<file path="config.mk">
export PLATFORM = sky130hd
export DESIGN_NAME = cp0_unit
export DESIGN_NICKNAME = d
export VERILOG_FILES = /design/src/rtl/cp0_unit.sv
export SDC_FILE = /design/constraint.sdc
export NUM_CORES = 1
export LEC_CHECK = 0
export BUFFER_PORTS_ARGS = -buffer_cell sky130_fd_sc_hd__buf_2
export CORE_ASPECT_RATIO = 0.75
export CORE_UTILIZATION = 44
export DETAILED_ROUTE_END_ITERATION = 6
export PLACE_DENSITY = 0.81
export SETUP_SLACK_MARGIN = 0.3
export SYNTH_ARGS = -nofsm -noshare
export SYNTH_HDL_FRONTEND = slang
export SYNTH_SLANG_ARGS = --single-unit
</file>
<file path="constraint.sdc">
create_clock -name clk -period 2.1 [get_ports clk]
set_clock_uncertainty 0.2 [all_clocks]
set_input_delay 0.315 -clock clk [delete_from_list [all_inputs] [get_ports clk]]
set_output_delay 0.315 -clock clk [all_outputs]
set_load 0.005 [all_outputs]
</file>
<file path="src/rtl/cp0_unit.sv">
// cp0_unit -- Coprocessor-0 for the P7 pipelined MIPS core (M stage).
// Holds SR, Cause, EPC and PRId, decides interrupt/exception entry and
// drives the fetch redirect request, the saved return PC and mfc0 data.
// Optional build macro: CP0_BD_EN -- when defined, entry records the branch
// delay flag in Cause.BD and backs EPC up to the branch; when undefined,
// Cause.BD reads 0, EPC is always the victim PC and BDIn is ignored.
module cp0_unit #(
    parameter logic [31:0] PRID_VALUE = 32'h2021_0707,
    parameter int          HW_INT_W   = 6
) (
    input  logic                clk,
    input  logic                reset,
    input  logic [4:0]          A1,
    input  logic [4:0]          A2,
    input  logic [31:0]         DIn,
    input  logic                WE,
    input  logic [31:0]         VPC,
    input  logic                BDIn,
    input  logic [4:0]          ExcCodeIn,
    input  logic [HW_INT_W-1:0] HWInt,
    input  logic                EXLClr,
    output logic                IntReq,
    output logic [31:0]         EPCOut,
    output logic [31:0]         DOut
);

    localparam logic [4:0] REG_SR    = 5'd12;
    localparam logic [4:0] REG_CAUSE = 5'd13;
    localparam logic [4:0] REG_EPC   = 5'd14;
    localparam logic [4:0] REG_PRID  = 5'd15;

    // Architectural state, kept as the individual fields that exist.
    logic [HW_INT_W-1:0] sr_im;
    logic                sr_exl;
    logic                sr_ie;
    logic                cause_bd;
    logic [HW_INT_W-1:0] cause_ip;
    logic [4:0]          cause_exc;
    logic [31:2]         epc;

    logic        int_hit;
    logic        exc_hit;
    logic [31:0] epc_entry;

    // Request decision: interrupts need IE and an enabled line; everything
    // is masked while EXL is set, and reset suppresses the request.
    always_comb begin
        int_hit = (|(HWInt & sr_im)) & sr_ie & ~sr_exl;
        exc_hit = (ExcCodeIn != 5'd0) & ~sr_exl;
        IntReq  = (int_hit | exc_hit) & ~reset;
    end

    // Return address captured on entry.
`ifdef CP0_BD_EN
    always_comb begin
        epc_entry = BDIn ? (VPC - 32'd4) : VPC;
    end
`else
    always_comb begin
        epc_entry = VPC;
    end
`endif

    // Low PC bits never reach EPC; BDIn is only consumed with CP0_BD_EN.
    logic unused_ok;
    assign unused_ok = ^{epc_entry[1:0], DIn[1:0] & 2'b00, BDIn};

    // State update: entry beats mtc0; eret clears EXL after any mtc0.
    always_ff @(posedge clk) begin
        if (reset) begin
            sr_im     <= '0;
            sr_exl    <= 1'b0;
            sr_ie     <= 1'b0;
            cause_bd  <= 1'b0;
            cause_ip  <= '0;
            cause_exc <= 5'd0;
            epc       <= '0;
        end else begin
            cause_ip <= HWInt;
            if (IntReq) begin
                sr_exl    <= 1'b1;
                cause_exc <= int_hit ? 5'd0 : ExcCodeIn;
                epc       <= epc_entry[31:2];
`ifdef CP0_BD_EN
                cause_bd  <= BDIn;
`else
                cause_bd  <= 1'b0;
`endif
            end else begin
                if (WE) begin
                    case (A2)
                        REG_SR: begin
                            sr_im  <= DIn[15:10];
                            sr_exl <= DIn[1];
                            sr_ie  <= DIn[0];
                        end
                        REG_EPC: epc <= DIn[31:2];
                        default: ;
                    endcase
                end
                if (EXLClr) begin
                    sr_exl <= 1'b0;
                end
            end
        end
    end

    // mfc0 read mux and EPC export, straight from current state.
    always_comb begin
        DOut = 32'd0;
        case (A1)
            REG_SR:    DOut = {16'd0, sr_im, 8'd0, sr_exl, sr_ie};
            REG_CAUSE: DOut = {cause_bd, 15'd0, cause_ip, 3'd0, cause_exc, 2'b00};
            REG_EPC:   DOut = {epc, 2'b00};
            REG_PRID:  DOut = PRID_VALUE;
            default:   DOut = 32'd0;
        endcase
        EPCOut = {epc, 2'b00};
    end

endmodule
</file>
==> impl_summary.log <==
[metrics] fmax: 0.500 GHz
[metrics] remaining global-route overflow: 0
[metrics] largest net degree at the start of global routing: 29
[metrics] Detail Route met3 WL: 639 um
[metrics] max cap viols: 0
[metrics] number of H-tree branching levels: 2
[metrics] biggest area consumer among synthesized cells: dfxtp_1
[metrics] Post-Route M1 WL: 3.79 mm
[metrics] DRC viols: 0
[metrics] top routing layer used: met4
[metrics] ranking of synthesized cells by instance count: 49 x dfxtp_1, 46 x mux2i_1, 39 x a21oi_1
[metrics] post-synthesis async set-or-reset flop share: 0%
[metrics] Iter 0 DRT Violations: 157
[metrics] HPWL after detailed placement: 6.10 mm
[metrics] WP data required: 1.58 ns
[metrics] total wire length after detailed routing: 8.81 mm
[metrics] biggest fanout along the worst timing path: 2
[metrics] number of antenna violations at the first check in global routing: 0
[metrics] antenna-violating nets left: 0
[metrics] status: finished clean
[metrics] diodes inserted: 0
[metrics] Row Count: 24
[metrics] post-layout utilization of the core: 69.7%
[metrics] wire length of the first global-routing pass: 12.7 mm
[metrics] Lkg Pwr: 2.04 nW
[metrics] clock root buffer: clkbuf_8
[metrics] number of synthesized flops with an enable pin: 0
[metrics] Layout Nets: 552
[metrics] number of standard cells after synthesis: 303
[metrics] top post-synthesis cells by area: dfxtp_1 37%, mux2i_1 17%, a211oi_1 9.1%
[metrics] vias after detailed routing: 2906
[metrics] synthesis-to-layout area growth: 52.8%
[metrics] aggregate global-route resource usage: 25.1%
[metrics] layout cells sized above 1: 51.8%
[metrics] CTS clk-pin slew, worst paths: 0.09 ns
[metrics] total of endpoints with negative setup slack in the final report: 0
[metrics] standard cell core area: 0.00580 mm2
[metrics] endpoints failing hold: 0
[metrics] Critical Setup Path Class: in -> out
[metrics] Skew-Pair Late Insertion Delay: 0.30 ns
[metrics] combined area of all synthesized cells: 0.00264 mm2
[metrics] die span in x: 91.5 um
[metrics] setup repair after global routing missed its margin: true
[metrics] cell depth of the worst min-delay path: 2
[metrics] CTS buffer count: 5
[metrics] number of inserted filler cells in the final layout: 483
[metrics] global placement routability congestion: 0.917
[metrics] most frequently used flop master after synthesis: dfxtp_1
[metrics] peak supply drop: 0.355 mV
[metrics] IO buf count: 149
[metrics] Final Slew Violations: 0
[metrics] CTS Buffer Depth: 2
[metrics] flip-flop and latch count after synthesis: 49
[metrics] die height: 69.1 um
[metrics] number of distinct library cells after synthesis: 28
[metrics] number of I/O pins: 155
[metrics] portion of synthesized cell area occupied by the leading cell type: 37.1%
[metrics] detailed-route wire length per cell: 16.3 um
[metrics] R2R depth: 7
[metrics] TritonCTS clock tree: built
[metrics] met2 wirelength from detailed routing: 4.32 mm
[metrics] final worst path period share: 95.3%
[metrics] syn_area_per_cell: 8.72 um2
[metrics] power per cell area: 535 mW/mm2
[metrics] DRT Pass-1 Iters: 4
[metrics] die area: 0.00632 mm2
[metrics] most common cell in the synthesized netlist: dfxtp_1
[metrics] number of warnings printed during yosys synthesis: 0
[metrics] final critical delay including setup and external delays: 2.00 ns
[metrics] Post-Route Hold Slack: 0.0537 ns
[metrics] Tightest Hold Check Type: in -> reg
[metrics] data arrival time of the worst path: 1.49 ns
[metrics] CP startpoint kind: input pin
[metrics] detail-routed via count per cell: 5.37
[metrics] vias in the first global route: 2693
[metrics] fraction of the yosys area taken by sequential cells: 37.1%
[metrics] initial cell density of the core: 45.6%
[metrics] # clock sinks: 49
[metrics] category of the worst setup path capture point: output pin
[through the flow]
stage          std cells  setup slack [ns]  cell area, um2  total power, W  setup TNS (ns)
6_report             541            0.0991            4040         0.00216               0
5_1_grt              541            0.0461            4040         0.00227               0
4_1_cts              533             0.119            3670         0.00209               0
3_5_place_dp         519           -0.0487            3470         0.00149          -0.278
3_3_place_gp         519           0.00906            3470         0.00147               0
2_1_floorplan        304            0.0860            2650         0.00129               0
[sequential cells by signal (all words and copies together) (netlist names)]
signal,cells
sr_im,6
sr_exl,1
cause_ip,6
cause_exc,5
epc,30
sr_ie,1
[report_power, final]
group	switching (W)	leakage, nW	total, W	internal (W)
registers	0.0000521	0.409	0.00105	0.000999
clock network	0.000316	0.0512	0.000583	0.000268
logic	0.000256	1.58	0.000527	0.000271
[routing by layer]
layer	global-route usage, %	vias up
met3	4.42	8
li1	-	1387
met4	5.47	0
met1	32.8	1379
met2	43.3	132
met5	0	-
[placed cells by master, fill, tap and decap left out, types with 3 or more instances in the layout]
cell type	n
nor2b_1	9
nor2_2	4
a211oi_1	12
buf_8	3
and2_1	5
buf_4	17
a211oi_2	20
dfxtp_1	44
buf_6	23
a21oi_1	37
a22oi_1	5
dfxtp_2	5
buf_2	134
mux2i_1	45
nor2_1	28
and2_4	11
nand2_1	5
nand2b_1	16
inv_1	4
clkbuf_8	6
[area by class of cell]
type	count	area, um2	share of cell area (%)
flip-flops and latches	49	987	24.4
repair buffers	180	1170	28.9
inverters	4	15.0	0.372
clock buffers	6	82.6	2.04
clock inverters	2	13.8	0.341
well taps	78	97.6	2.42
multi-input cells	222	1680	41.5
[worst paths after layout]
path / start / slack (ns) / endpoint
setup / recovery: ExcCodeIn[4] / 0.1 / IntReq
hold / removal: HWInt[5] / 0.05 / cause_ip[5]$_SDFF_PP0_
setup reg to reg: sr_im[2]$_SDFFE_PP0P_ / 0.15 / sr_im[2]$_SDFFE_PP0P_
hold reg to reg: cause_exc[2]$_SDFFE_PP0P_ / 0.29 / cause_exc[2]$_SDFFE_PP0P_
[critical path, stage by stage]
cell	delay, ns
buf_6	0.10
or4_4	0.57
o21bai_4	0.17
and2_4	0.18
nor2_4	0.03
buf_2	0.12
[cells by family after synthesis]
logic type | synth area share (%)
other cells | 0.142
mux | 17.4
buf+inv | 6.82
flops | 37.1
compound gates | 21.0
simple gates | 17.5
[repair_timing]
action | 4_1_cts | 5_1_grt
cloned | 0 | 3
setup endpoints to repair | 51 | 62
hold buffers | 0 | 0
setup buffers | 6 | 5
pin swaps | 4 | 15
resized for setup | 20 | 71
Power figures use the tool's default switching activity.
